==> src/rtl/sensor_conditioner.sv <==
// Front-end conditioning for the home automation controller: synchronizes and debounces
// five sensor contacts, averages the temperature stream over four samples, flags output changes.
module sensor_conditioner #(
  parameter int DEBOUNCE_CYCLES = 4
) (
  input  logic       clk,
  input  logic       reset,
  input  logic       raw_sfd,
  input  logic       raw_srd,
  input  logic       raw_sfa,
  input  logic       raw_sw,
  input  logic       raw_st,
  input  logic [5:0] raw_temperature,
  input  logic       temp_valid,
  output logic       SFD,
  output logic       SRD,
  output logic       SFA,
  output logic       SW,
  output logic       ST,
  output logic [5:0] temperature,
  output logic       sensor_event
);

  localparam int CW = (DEBOUNCE_CYCLES > 1) ? $clog2(DEBOUNCE_CYCLES) : 1;
  localparam logic [CW-1:0] CNT_LAST = CW'(DEBOUNCE_CYCLES - 1);

  logic [4:0]    raw_bus;
  logic [4:0]    sync_p0;
  logic [4:0]    sync_p1;
  logic [4:0]    db_out;
  logic [4:0]    db_prev;
  logic [CW-1:0] cnt [5];

  logic [5:0] w0, w1, w2, w3;
  logic [5:0] w0_nxt, w1_nxt, w2_nxt, w3_nxt;
  logic       filled;
  logic [5:0] temp_prev;

  // Sum of four 6-bit values fits in 8 bits; floor divide by four.
  function automatic logic [5:0] avg4(input logic [5:0] a, input logic [5:0] b,
                                      input logic [5:0] c, input logic [5:0] d);
    logic [7:0] sum;
    sum = {2'b00, a} + {2'b00, b} + {2'b00, c} + {2'b00, d};
    return 6'(sum >> 2);
  endfunction

  assign raw_bus = {raw_st, raw_sw, raw_sfa, raw_srd, raw_sfd};

  // Stage p0/p1: two-flop synchronizer, then per-channel debounce on the p1 value
  always_ff @(posedge clk or negedge reset) begin
    if (!reset) begin
      sync_p0 <= '0;
      sync_p1 <= '0;
      db_out  <= '0;
      for (int i = 0; i < 5; i++) cnt[i] <= '0;
    end else begin
      sync_p0 <= raw_bus;
      sync_p1 <= sync_p0;
      for (int i = 0; i < 5; i++) begin
        if (sync_p1[i] == db_out[i]) begin
          cnt[i] <= '0;
        end else if (cnt[i] == CNT_LAST) begin
          db_out[i] <= sync_p1[i];
          cnt[i]    <= '0;
        end else begin
          cnt[i] <= cnt[i] + 1'b1;
        end
      end
    end
  end

  // The first accepted sample after reset fills the whole window so the average starts at it.
  always_comb begin
    w0_nxt = w0;
    w1_nxt = w1;
    w2_nxt = w2;
    w3_nxt = w3;
    if (temp_valid) begin
      if (filled) begin
        w0_nxt = raw_temperature;
        w1_nxt = w0;
        w2_nxt = w1;
        w3_nxt = w2;
      end else begin
        w0_nxt = raw_temperature;
        w1_nxt = raw_temperature;
        w2_nxt = raw_temperature;
        w3_nxt = raw_temperature;
      end
    end
  end

  // Stage p0: window update and registered average of the post-update window
  always_ff @(posedge clk or negedge reset) begin
    if (!reset) begin
      w0          <= '0;
      w1          <= '0;
      w2          <= '0;
      w3          <= '0;
      filled      <= 1'b0;
      temperature <= '0;
    end else if (temp_valid) begin
      w0          <= w0_nxt;
      w1          <= w1_nxt;
      w2          <= w2_nxt;
      w3          <= w3_nxt;
      filled      <= 1'b1;
      temperature <= avg4(w0_nxt, w1_nxt, w2_nxt, w3_nxt);
    end
  end

  // Stage p2: compare outputs against their previous-cycle copy, so the pulse lags the change
  always_ff @(posedge clk or negedge reset) begin
    if (!reset) begin
      db_prev      <= '0;
      temp_prev    <= '0;
      sensor_event <= 1'b0;
    end else begin
      db_prev      <= db_out;
      temp_prev    <= temperature;
      sensor_event <= (db_out != db_prev) || (temperature != temp_prev);
    end
  end

  assign SFD = db_out[0];
  assign SRD = db_out[1];
  assign SFA = db_out[2];
  assign SW  = db_out[3];
  assign ST  = db_out[4];

endmodule

==> config.mk <==
export PLATFORM = sky130hd
export DESIGN_NAME = sensor_conditioner
export DESIGN_NICKNAME = d
export VERILOG_FILES = /design/src/rtl/sensor_conditioner.sv
export SDC_FILE = /design/constraint.sdc
export NUM_CORES = 1
export LEC_CHECK = 0
export CAP_MARGIN = 40
export CORE_MARGIN = 2
export CORE_UTILIZATION = 46
export CTS_CLUSTER_SIZE = 12
export DETAILED_ROUTE_END_ITERATION = 10
export PLACE_DENSITY = 0.66
export SYNTH_ARGS = -nofsm -noshare
export SYNTH_HDL_FRONTEND = slang
export SYNTH_SLANG_ARGS = --single-unit
==> constraint.sdc <==
create_clock -name clk -period 5.3 [get_ports clk]
set_clock_uncertainty 0.15 [all_clocks]
set_input_delay 1.06 -clock clk [delete_from_list [all_inputs] [get_ports clk]]
set_output_delay 1.06 -clock clk [all_outputs]
set_load 0.05 [all_outputs]
Word-level counts from Yosys, hierarchy flattened. Index checks and enable logic that the tools add are counted.

Output and inout port bits: 12. Bits in registers: 68. Logic and storage cells: 69.

Bitwise operators: 5. Eq/ne operators: 12. Add/subtract/negate cells: 8. Reduce and logical (&&, ||, !) cells: 6. Mux-type cells: 17.

Operators by type and width (number): 6-bit 2-to-1 mux (7); 2-bit 2-to-1 mux (10); 2-bit by 1-bit adder with 2-bit output (second input constant) (5); 2-bit == test (second input constant) (5); 2-bit AND reduction (5); 7-bit by 6-bit adder with 8-bit output (1); 8-bit by 6-bit adder with 8-bit output (1); 6-bit by 6-bit adder with 7-bit output (1); 6-bit != test (1); 1-bit == test (5); 5-bit != test (1); 1-bit NOT (5); 1-bit logical OR (1).

Depth between registers and ports, before layout. Gate-level depths: netlist (run 1).

Word-level depth: 5. Depth in mapped cells: 17. Depth with buffers taken out: 16.

Worst setup path after synthesis (run 1). OpenSTA, ideal clock, no wires.

Kind: input -> register. From: input temp_valid. To: register temperature[3]. Path slack: 0.832 ns. Path buffers: 3. Setup time: 0.125 ns. Stages: 17. Data arrival time: 4.193 ns. Cell sequence: buf_2 -> buf_2 -> clkbuf_1 -> a21oi_1 -> inv_1 -> fa_1 -> inv_1 -> fa_1 -> nand2b_1 -> nor2_1 -> nand2_1 -> fa_1 -> nor2b_1 -> o21ai_0 -> a21boi_0 -> nor2_1 -> mux2_2.

Cells in the longest elaborated chain, start to end: 4.

RTL lines: start, declared (RTL line 14) `input logic temp_valid,`; 6-bit 2-to-1 mux (RTL line 78) `if (temp_valid) begin`; 6-bit by 6-bit adder with 7-bit output (RTL line 43) `sum = {2'b00, a} + {2'b00, b} + {2'b00, c} + {2'b00, d};`; 7-bit by 6-bit adder with 8-bit output (RTL line 43); 8-bit by 6-bit adder with 8-bit output (RTL line 43); end signal, assigned (RTL line 108) `temperature <= avg4(w0_nxt, w1_nxt, w2_nxt, w3_nxt);`; end, declared (RTL line 20) `output logic [5:0] temperature,`.

Parallel ways exist; a longest one is shown, timed or not. A chain may end at the register's enable or synchronous reset.

Worst setup path after layout (run 1).
From: input raw_temperature[1]. To: register temperature[3].

Cells in the longest elaborated chain, start to end: 5.

RTL lines: start, declared (RTL line 13) `input logic [5:0] raw_temperature,`; 6-bit 2-to-1 mux (RTL line 79) `if (filled) begin`; 6-bit 2-to-1 mux (RTL line 78); 6-bit by 6-bit adder with 7-bit output (RTL line 43); 7-bit by 6-bit adder with 8-bit output (RTL line 43); 8-bit by 6-bit adder with 8-bit output (*) (RTL line 43).

Mark *: on every way between the ends. The rest lies on a longest branch, timed or not.

==> flow_metrics.tcl, run 1 <==
set metrics [dict create \
    outcome "completed" \
    kind_of_start_point_of_the_critical_path "input port" \
    cts_root_buf "sky130_fd_sc_hd__clkbuf_8" \
    combPwrFrac_pct 39.2 \
    register_bit_total_from_synthesis 68 \
    path_delay_family "adder cells" \
    seq_power_share_pct 37.8 \
    grt_overflow 0 \
    fin_ws_ns 0.790 \
    critPathMostFrequentCell "sky130_fd_sc_hd__fa_1" \
    detail_route.drc_violations 0 \
    final_cells 381 \
    grt_start_max_net_pins 47 \
    synth_area_per_cell_um2 11.6 \
    netlist_top_cells_area "sky130_fd_sc_hd__dfrtp_1, sky130_fd_sc_hd__fa_1, sky130_fd_sc_hd__a21oi_1" \
    synth_most_common_cell "sky130_fd_sc_hd__dfrtp_1" \
    worst_skew_pair.late_latency_ns 0.33 \
    post-layout-total-power_mw 2.04 \
    numPlacedInstances 365 \
    ys_warn_count 0 \
    worst_hold_path_type "reg2reg" \
    ant_nets 0 \
    critical_path.cell_chain "clkdlybuf4s50_1, and2b_1, a21oi_1, a21oi_1, inv_1, fa_1, inv_1, fa_1, nand2b_1, nor2_1, nand2_1, fa_1, nor2b_1, o21ai_0, a21boi_0, nor2_1, mux2_2" \
    area_growth_synth_to_finish_pct 18.3 \
    worst_path_largest_cell_delay_ns 0.51 \
    period_minus_slack_ns 4.51 \
    final_util_pct 57.1 \
    diodes 0 \
    path_buf_inv 3 \
    cts_post_setup_buffers_inserted 0 \
    required_ns 5.37 \
    grt_setup_unrepaired "no" \
    grt_antenna_before_repair 0 \
    via_count 1894 \
    tritoncts "done" \
    setup_total_negative_slack_ns 0 \
    die_area_um2 7420 \
    floorplan.rows 29 \
    post-synth-top-area-fraction_pct 54.9 \
    design.core.area_um2 6420 \
    cts_hold_buf 0 \
    cp_max_fo 3 \
    post_synth_cell_types 29 \
    max-vdd-ir-drop_mv 0.227 \
    routed_via_density 4.97 \
    die_w_um 86.1 \
    layout-drive-gt1-share_pct 13.2 \
    drt-initial-drc-count 66 \
    io_buffers 25 \
    post_cts_resize_count 0 \
    fillers 546 \
    start_util_pct 48.3 \
    synth-seq-area-share_pct 54.9 \
    leakagePower_nw 1.72 \
    slew-limit-headroom_pct 46.5 \
    synth-main-ff-cell "sky130_fd_sc_hd__dfrtp_1" \
    drt_pre_antenna_iters 4 \
    power_switching_uw 737 \
    standard_cell_with_the_maximum_stage_delay_on_the_critical_path "sky130_fd_sc_hd__fa_1" \
    synth_top_cell_by_area "sky130_fd_sc_hd__dfrtp_1" \
    netlist_area_before_placement_um2 3100 \
    clockBufferDepth 2 \
    synth_edf_count 0 \
    grt_pass1_wl_um 8630 \
    clockPowerShare_pct 23.0 \
    setup-violations-final 0 \
    power_density_nw_per_um2 555 \
    final_min_period_over_clock_period_pct 85.1 \
    power.switching_fraction_pct 36.2 \
    dieHeight_um 86.1 \
    grt_pass1_vias 1921 \
    cts_buffers 9 \
    path_clk_slew_ns 0.07 \
    io-pin-count 26 \
    syn-num-nets 304 \
    dp_hpwl_um 3480 \
    synth_cell_count_leaders "sky130_fd_sc_hd__dfrtp_1, sky130_fd_sc_hd__inv_1, sky130_fd_sc_hd__a21oi_1, sky130_fd_sc_hd__nor2_1, sky130_fd_sc_hd__mux2_2" \
    num-nets-final 335 \
    timing.fmax_ghz 0.222 \
    syn-instance-count 268 \
    cts-htree-levels 3 \
    dp_slack_ns 0.452 \
    drt-total-wl_um 4810 \
    hold_viol 0 \
    numClockSinks 68 \
    crit_path_end_kind "register" \
    cell_internal_pwr_mw 1.30 \
    post_drt_wl_per_cell_um 12.6 \
    arrival_time_worst_endpoint_ns 4.58 \
    timing_worst_slew_pin_value_ns 0.803 \
    maxCapViolCount 0 \
    finalWeightedCongestion 0.771 \
    synthArstFlopShare_pct 100 \
    worstSetupPathType "in2reg" \
    globalRouteTotalUtil_pct 15.3 \
    maxSlewViolCount 0 \
]
flip-flops by register name (all words and copies together), names as in the netlist, 6 cells and up:
name         cells
temp_prev        6
temperature      6
cnt             10
w3               6
w2               6
w0               6
w1               6
final timing paths:
| check | start | end | slack [ns] | cells after the start |
|---|---|---|---|---|
| max | raw_temperature[1] | temperature[3]$_DFFE_PN0P_ | 0.79 | 17 |
| min | sync_p0[2]$_DFF_PN0_ | sync_p1[2]$_DFF_PN0_ | 0.20 | 0 |
| max reg2reg | filled$_DFFE_PN0P_ | temperature[3]$_DFFE_PN0P_ | 1.09 | 16 |
| min reg2reg | sync_p0[2]$_DFF_PN0_ | sync_p1[2]$_DFF_PN0_ | 0.20 | 0 |
| max in group asynchronous | reset | sync_p0[2]$_DFF_PN0_ | 3.92 | 3 |
| min in group asynchronous | reset | cnt[2]$_DFF_PN0_ | 0.56 | 2 |
through the flow:
step | hold WS, ns | cell area, um2
3_3_place_gp | 0.183 | 3420
6_report | 0.199 | 3670
3_5_place_dp | 0.189 | 3450
2_1_floorplan | 0.181 | 3100
4_1_cts | 0.202 | 3670
5_1_grt | 0.210 | 3670
layout make-up:
cell class | instances | area [um2] | share of cell area, %
sequential | 68 | 1700 | 46.4
multi-input combinational | 155 | 1230 | 33.4
tap | 77 | 96.3 | 2.63
timing repair buffer | 28 | 283 | 7.71
inverter | 37 | 139 | 3.78
clock buffer | 10 | 138 | 3.75
clock inverter | 6 | 86.3 | 2.35
placed cells by master (no fill, tap or decap), drive strengths merged, types with 10 or more instances in the layout:
master / synthesis / final
clkdlybuf4s50: 0 / 23
nor2: 23 / 23
inv: 37 / 38
xor2: 12 / 12
a21oi: 36 / 36
ha: 10 / 10
clkbuf: 1 / 10
dfrtp: 68 / 68
mux2: 15 / 15
fa: 12 / 12
worst reg2reg max path: stages, from the launching register on:
cell,delay (ns)
sky130_fd_sc_hd__dfrtp_1,0.68
sky130_fd_sc_hd__and2b_1,0.38
sky130_fd_sc_hd__a21oi_1,0.05
sky130_fd_sc_hd__a21oi_1,0.22
sky130_fd_sc_hd__inv_1,0.08
sky130_fd_sc_hd__fa_1,0.51
sky130_fd_sc_hd__inv_1,0.05
sky130_fd_sc_hd__fa_1,0.50
sky130_fd_sc_hd__nand2b_1,0.08
sky130_fd_sc_hd__nor2_1,0.13
sky130_fd_sc_hd__nand2_1,0.08
sky130_fd_sc_hd__fa_1,0.40
sky130_fd_sc_hd__nor2b_1,0.13
sky130_fd_sc_hd__o21ai_0,0.09
sky130_fd_sc_hd__a21boi_0,0.23
sky130_fd_sc_hd__nor2_1,0.07
sky130_fd_sc_hd__mux2_2,0.26
metal layers:
layer	global-route usage [%]	up-vias	wire length, um
met1	18.5	933	2190
met4	5.63	0	31
met5	0	-	0
met3	6.35	2	233
met2	24.5	33	2350
li1	-	926	-
logic make-up (layout without fill, tap and decap cells):
kind of cell | Yosys count | in the layout | synth area share, %
compound gates | 43 | 43 | 7.54
simple gates | 55 | 55 | 9.08
mux | 16 | 16 | 5.77
xor+xnor | 19 | 19 | 5.37
buf+inv | 45 | 81 | 5.61
fa+ha+maj | 22 | 22 | 11.8
flops | 68 | 68 | 54.9
power groups by stage:
stage | logic, mW | clock network, mW | registers (mW)
final | 0.798 | 0.469 | 0.770
after global routing | 0.892 | 0.511 | 0.794
after CTS | 0.815 | 0.488 | 0.775
after detailed placement | 0.812 | 0 | 0.784
after global placement | 0.791 | 0 | 0.776
after floorplan | 0.455 | 0 | 0.909
Note: power is estimated with default switching activity, not from simulation.
==> run 2, diff against run 1 <==
Settings changed: CORE_MARGIN 2 to not set, SKIP_CTS_REPAIR_TIMING set to 1.
==> run 2 against run 1 <==
Net effect:
- the flow now finishes with violations (design-rule violations)
- count of clock-buffer cells in the layout is 1 lower
- sequential power hardly changed
- sequential cell count stayed put
- non-clock buffer count is 1 higher
- register-to-register slack better by 0.11 ns
- cell count is 0.26% higher
- setup slack worse by 0.0055 ns
- final area hardly changed
- wire length is 3.1% higher
- critical endpoint unchanged
==> flow_metrics.tcl, run 2 (synthesis gave the netlist of run 1 again) <==
set metrics [dict create \
    tritoncts "done" \
    clockPowerShare_pct 23.1 \
    setup_total_negative_slack_ns 0 \
    diodes 0 \
    slew-limit-headroom_pct 52.8 \
    floorplan.rows 29 \
    crit_path_end_kind "register" \
    violated_checks "design-rule violations" \
    die_w_um 84.1 \
    setup-violations-final 0 \
    cp_max_fo 3 \
    globalRouteTotalUtil_pct 16.6 \
    max-vdd-ir-drop_mv 0.215 \
    most_frequent_standard_cell_in_the_layout_excluding_fill_and_tap_cells "sky130_fd_sc_hd__dfrtp_1" \
    grt_pass1_vias 1972 \
    regMostFlops "cnt" \
    worst_hold_path_type "reg2reg" \
    seq_power_share_pct 37.7 \
    worst_hold_path.num_cells 0 \
    detail_route.drc_violations 8 \
    worstSetupPathType "in2reg" \
    io-pin-count 26 \
    dieHeight_um 84.1 \
    kind_of_start_point_of_the_critical_path "input port" \
    setup.reg_to_reg.worst_slack_ns 1.20 \
    timing_worst_slew_pin_value_ns 0.708 \
    via_count 1948 \
    power_density_nw_per_um2 558 \
    reg2reg_path_depth 16 \
    timing.rr.end "temperature[3]$_DFFE_PN0P_" \
    arrival_time_worst_endpoint_ns 4.59 \
    largest_register_ffs 10 \
    gr-usage-met1_pct 20.9 \
    start_util_pct 48.3 \
    dpl-instance-area_um2 3450 \
    required_ns 5.38 \
    cts_root_buf "sky130_fd_sc_hd__clkbuf_8" \
    dp_slack_ns 0.470 \
    final_cell_area_um2 3670 \
    area_growth_synth_to_finish_pct 18.3 \
    numPlacedInstances 366 \
    cts_buffers 9 \
    ant_nets 0 \
    numClockSinks 68 \
    layout-drive-gt1-share_pct 13.4 \
    maxCapViolCount 0 \
    outcome "complete, but fails checks" \
    dp_hpwl_um 3440 \
    cts-htree-levels 3 \
    routed_via_density 5.10 \
    die_area_um2 7080 \
    fin_ws_ns 0.785 \
    drt-total-wl_um 4960 \
    finalWeightedCongestion 0.785 \
    num-nets-final 336 \
    worst_skew_pair.late_latency_ns 0.35 \
    design.core.area_um2 6420 \
    worst_r2r_startpoint "filled$_DFFE_PN0P_" \
    hold_viol 0 \
    post_drt_wl_per_cell_um 13.0 \
    combPwrFrac_pct 39.2 \
    grt_overflow 0 \
    grt_setup_unrepaired "no" \
    leakagePower_nw 1.72 \
    grt_antenna_before_repair 0 \
    power.switching_fraction_pct 37.0 \
    commonest_cells_after_routing_fill_and_taps_aside "sky130_fd_sc_hd__dfrtp_1, sky130_fd_sc_hd__inv_1, sky130_fd_sc_hd__a21oi_1" \
    grt_pass1_wl_um 8960 \
    clockBufferDepth 2 \
    io_buffers 25 \
    whs_endpoint "sync_p1[4]$_DFF_PN0_" \
    cell_internal_pwr_mw 1.29 \
    gr-usage-met3_pct 6.23 \
    final_cells 382 \
    timing.fmax_ghz 0.221 \
    drt_pre_antenna_iters 7 \
    final_min_period_over_clock_period_pct 85.2 \
    power_switching_uw 757 \
    drt-initial-drc-count 75 \
    period_minus_slack_ns 4.52 \
    global_route.usage.met2_pct 25.9 \
    fillers 567 \
    grt_start_max_net_pins 42 \
    min_from "sync_p0[4]$_DFF_PN0_" \
    globalRoute.busiestLayer "met2" \
    path_clk_slew_ns 0.07 \
    maxSlewViolCount 0 \
]
-- run 2: how the worst max path moves through the flow --
| stage | start | endpoint | slack (ns) | depth (start not counted) |
|---|---|---|---|---|
| after floorplan | temp_valid | temperature[3]$_DFFE_PN0P_ | 0.83 | 17 |
| after global placement | temp_valid | temperature[3]$_DFFE_PN0P_ | 0.58 | 16 |
| after detailed placement | raw_temperature[1] | temperature[3]$_DFFE_PN0P_ | 0.47 | 17 |
| after CTS | raw_temperature[1] | temperature[3]$_DFFE_PN0P_ | 0.85 | 17 |
| after global routing | raw_temperature[1] | temperature[3]$_DFFE_PN0P_ | 0.54 | 17 |
| final | raw_temperature[1] | temperature[3]$_DFFE_PN0P_ | 0.78 | 17 |
-- run 2: stage by stage --
step	utilization, %	power [mW]	hold slack (ns)
after floorplan	-	1.36	0.181
after global placement	53.3	1.57	0.183
after detailed placement	53.7	1.59	0.189
after CTS	57.1	2.08	0.198
after global routing	57.1	2.21	0.201
final	57.1	2.05	0.197
-- run 2: routing by layer --
| layer | up-vias | share of wire [%] |
|---|---|---|
| li1 | 938 | - |
| met1 | 949 | 45 |
| met2 | 47 | 48 |
| met3 | 14 | 4.8 |
| met4 | 0 | 2.2 |
| met5 | - | 0 |
-- run 2: critical path, cell delays in order --
cell and delay [ns]:
sky130_fd_sc_hd__clkdlybuf4s50_1 0.47, sky130_fd_sc_hd__and2b_1 0.16, sky130_fd_sc_hd__a21oi_1 0.06, sky130_fd_sc_hd__a21oi_1 0.22, sky130_fd_sc_hd__inv_1 0.08, sky130_fd_sc_hd__fa_1 0.50
sky130_fd_sc_hd__inv_1 0.05, sky130_fd_sc_hd__fa_1 0.49, sky130_fd_sc_hd__nand2b_1 0.08, sky130_fd_sc_hd__nor2_1 0.13, sky130_fd_sc_hd__nand2_1 0.09, sky130_fd_sc_hd__fa_1 0.40
sky130_fd_sc_hd__nor2b_1 0.12, sky130_fd_sc_hd__o21ai_0 0.10, sky130_fd_sc_hd__a21boi_0 0.24, sky130_fd_sc_hd__nor2_1 0.07, sky130_fd_sc_hd__mux2_2 0.27
-- run 2: layout make-up --
| cell class | instances | area [um2] | area share (%) |
|---|---|---|---|
| flip-flops and latches | 68 | 1700 | 46.4 |
| multi-input cells | 155 | 1230 | 33.4 |
| repair buffers | 29 | 283 | 7.71 |
| inverters | 37 | 139 | 3.79 |
| clock buffers | 9 | 124 | 3.38 |
| clock inverters | 7 | 98.8 | 2.69 |
| well taps | 77 | 96.3 | 2.63 |
-- run 2: power groups by stage --
stage / Clock [mW] / Combinational, mW / Sequential (mW)
6_report: 0.473 / 0.802 / 0.771
5_1_grt: 0.515 / 0.902 / 0.793
4_1_cts: 0.491 / 0.815 / 0.775
3_5_place_dp: 0 / 0.808 / 0.783
3_3_place_gp: 0 / 0.790 / 0.776
2_1_floorplan: 0 / 0.455 / 0.909
==> run 3, diff against run 2 <==
Settings changed: CTS_CLUSTER_SIZE 12 to not set, PLACE_DENSITY 0.66 to 0.63.
==> run 3 against run 2 <==
Net effect:
- the run still ends with design-rule violations left
- clock power barely moved
- critical path type unchanged
- setup slack improved by 0.011 ns
- critical path depth did not move
==> flow_metrics.tcl, run 3 (synthesis gave the netlist of run 1 again) <==
set metrics [dict create \
    design.core.area_um2 6420 \
    largest_register_ffs 10 \
    maxSlewViolCount 0 \
    critical_path.cell_chain "clkdlybuf4s50_1, and2b_1, a21oi_1, a21oi_1, inv_1, fa_1, inv_1, fa_1, nand2b_1, nor2_1, nand2_1, fa_1, nor2b_1, o21ai_0, a21boi_0, nor2_1, mux2_2" \
    io_buffers 25 \
    ant_nets 0 \
    min_from "sync_p0[1]$_DFF_PN0_" \
    worst_hold_path_type "reg2reg" \
    holdWs_ns 0.197 \
    crit_path_end_kind "register" \
    slew-limit-headroom_pct 48.9 \
    final_util_pct 57.3 \
    grt_pass1_vias 1916 \
    numClockSinks 68 \
    cp_max_fo 3 \
    area_growth_synth_to_finish_pct 18.6 \
    timing_worst_slew_pin_value_ns 0.766 \
    dieHeight_um 84.1 \
    grt_pass1_wl_um 8480 \
    setup_total_negative_slack_ns 0 \
    path_delay_family "adder cells" \
    hold_viol 0 \
    grt_start_max_net_pins 45 \
    worst_path_largest_cell_delay_ns 0.50 \
    multiInputGateArea_um2 1230 \
    most_frequent_standard_cell_in_the_layout_excluding_fill_and_tap_cells "sky130_fd_sc_hd__dfrtp_1" \
    cts_buffers 9 \
    arrival_time_worst_endpoint_ns 4.58 \
    violated_checks "design-rule violations" \
    post-layout-total-power_mw 2.04 \
    worstSetupPathType "in2reg" \
    drt-total-wl_um 4740 \
    grt_overflow 0 \
    period_minus_slack_ns 4.50 \
    grt_antenna_before_repair 0 \
    fin_ws_ns 0.796 \
    launching_instance_or_port_of_the_critical_path "raw_temperature[1]" \
    power_density_nw_per_um2 554 \
    clockBufferDepth 2 \
    maxCapViolCount 0 \
    start_util_pct 48.3 \
    cts-htree-levels 3 \
    dp_slack_ns 0.456 \
    worst_r2r_startpoint "filled$_DFFE_PN0P_" \
    commonest_cells_after_routing_fill_and_taps_aside "sky130_fd_sc_hd__dfrtp_1, sky130_fd_sc_hd__inv_1, sky130_fd_sc_hd__a21oi_1" \
    routed_via_density 4.90 \
    kind_of_start_point_of_the_critical_path "input port" \
    path_buf_inv 3 \
    via_count 1870 \
    critPathMostFrequentCell "sky130_fd_sc_hd__fa_1" \
    grt_setup_unrepaired "no" \
    tritoncts "done" \
    setup-violations-final 0 \
    die_w_um 84.1 \
    outcome "complete, but fails checks" \
    regMostFlops "cnt" \
    worst_skew_pair.late_latency_ns 0.34 \
    layout-drive-gt1-share_pct 13.4 \
    finalWeightedCongestion 0.864 \
    detail_route.drc_violations 8 \
    cts_root_buf "sky130_fd_sc_hd__clkbuf_8" \
    globalRouteTotalUtil_pct 15.5 \
    floorplan.rows 29 \
    io-pin-count 26 \
    max-vdd-ir-drop_mv 0.209 \
    num-nets-final 336 \
    final_min_period_over_clock_period_pct 85.0 \
    timing.fmax_ghz 0.222 \
    final-seq-area_um2 1700 \
    path_clk_slew_ns 0.08 \
    dp_hpwl_um 3360 \
    fillers 556 \
    drt-initial-drc-count 81 \
    required_ns 5.37 \
    leakagePower_nw 1.73 \
    drt_pre_antenna_iters 7 \
    diodes 0 \
    die_area_um2 7080 \
    standard_cell_with_the_maximum_stage_delay_on_the_critical_path "sky130_fd_sc_hd__fa_1" \
    post_drt_wl_per_cell_um 12.4 \
]
-- run 3: area by class of cell --
class / instances / share of cell area [%]
sequential: 68 / 46.3
multi-input combinational: 155 / 33.3
timing repair buffer: 29 / 7.89
inverter: 37 / 3.78
clock buffer: 10 / 3.74
tap: 77 / 2.62
clock inverter: 6 / 2.35
-- run 3: through the flow --
step,cell area (um2),std cells
detailed placement,3450,366
global placement,3430,365
floorplan,3100,268
CTS,3680,382
finish,3680,382
global route,3680,382
-- run 3: metal layers --
layer	routed length (um)	vias up	global-route usage (%)
met1	2270	903	19.3
li1	-	926	-
met3	249	6	6.63
met5	0	-	0
met4	31	0	5.17
met2	2190	35	24.4
-- run 3: final timing paths --
path / endpoint / slack [ns] / depth (start not counted)
worst min-delay path: sync_p1[1]$_DFF_PN0_ / 0.20 / 0
worst min register to register: sync_p1[1]$_DFF_PN0_ / 0.20 / 0
worst max-delay path: temperature[3]$_DFFE_PN0P_ / 0.80 / 17
worst max register to register: temperature[3]$_DFFE_PN0P_ / 1.11 / 16
max in group asynchronous: w0[2]$_DFFE_PN0P_ / 3.93 / 3
min in group asynchronous: cnt[7]$_DFF_PN0_ / 0.55 / 2
-- run 3: power by group --
part | leakage (nW) | total (mW) | switching [mW] | internal (mW)
sequential | 0.787 | 0.767 | 0.103 | 0.665
combinational | 0.828 | 0.797 | 0.441 | 0.356
clock | 0.113 | 0.473 | 0.195 | 0.278
total | 1.73 | 2.04 | 0.739 | 1.30
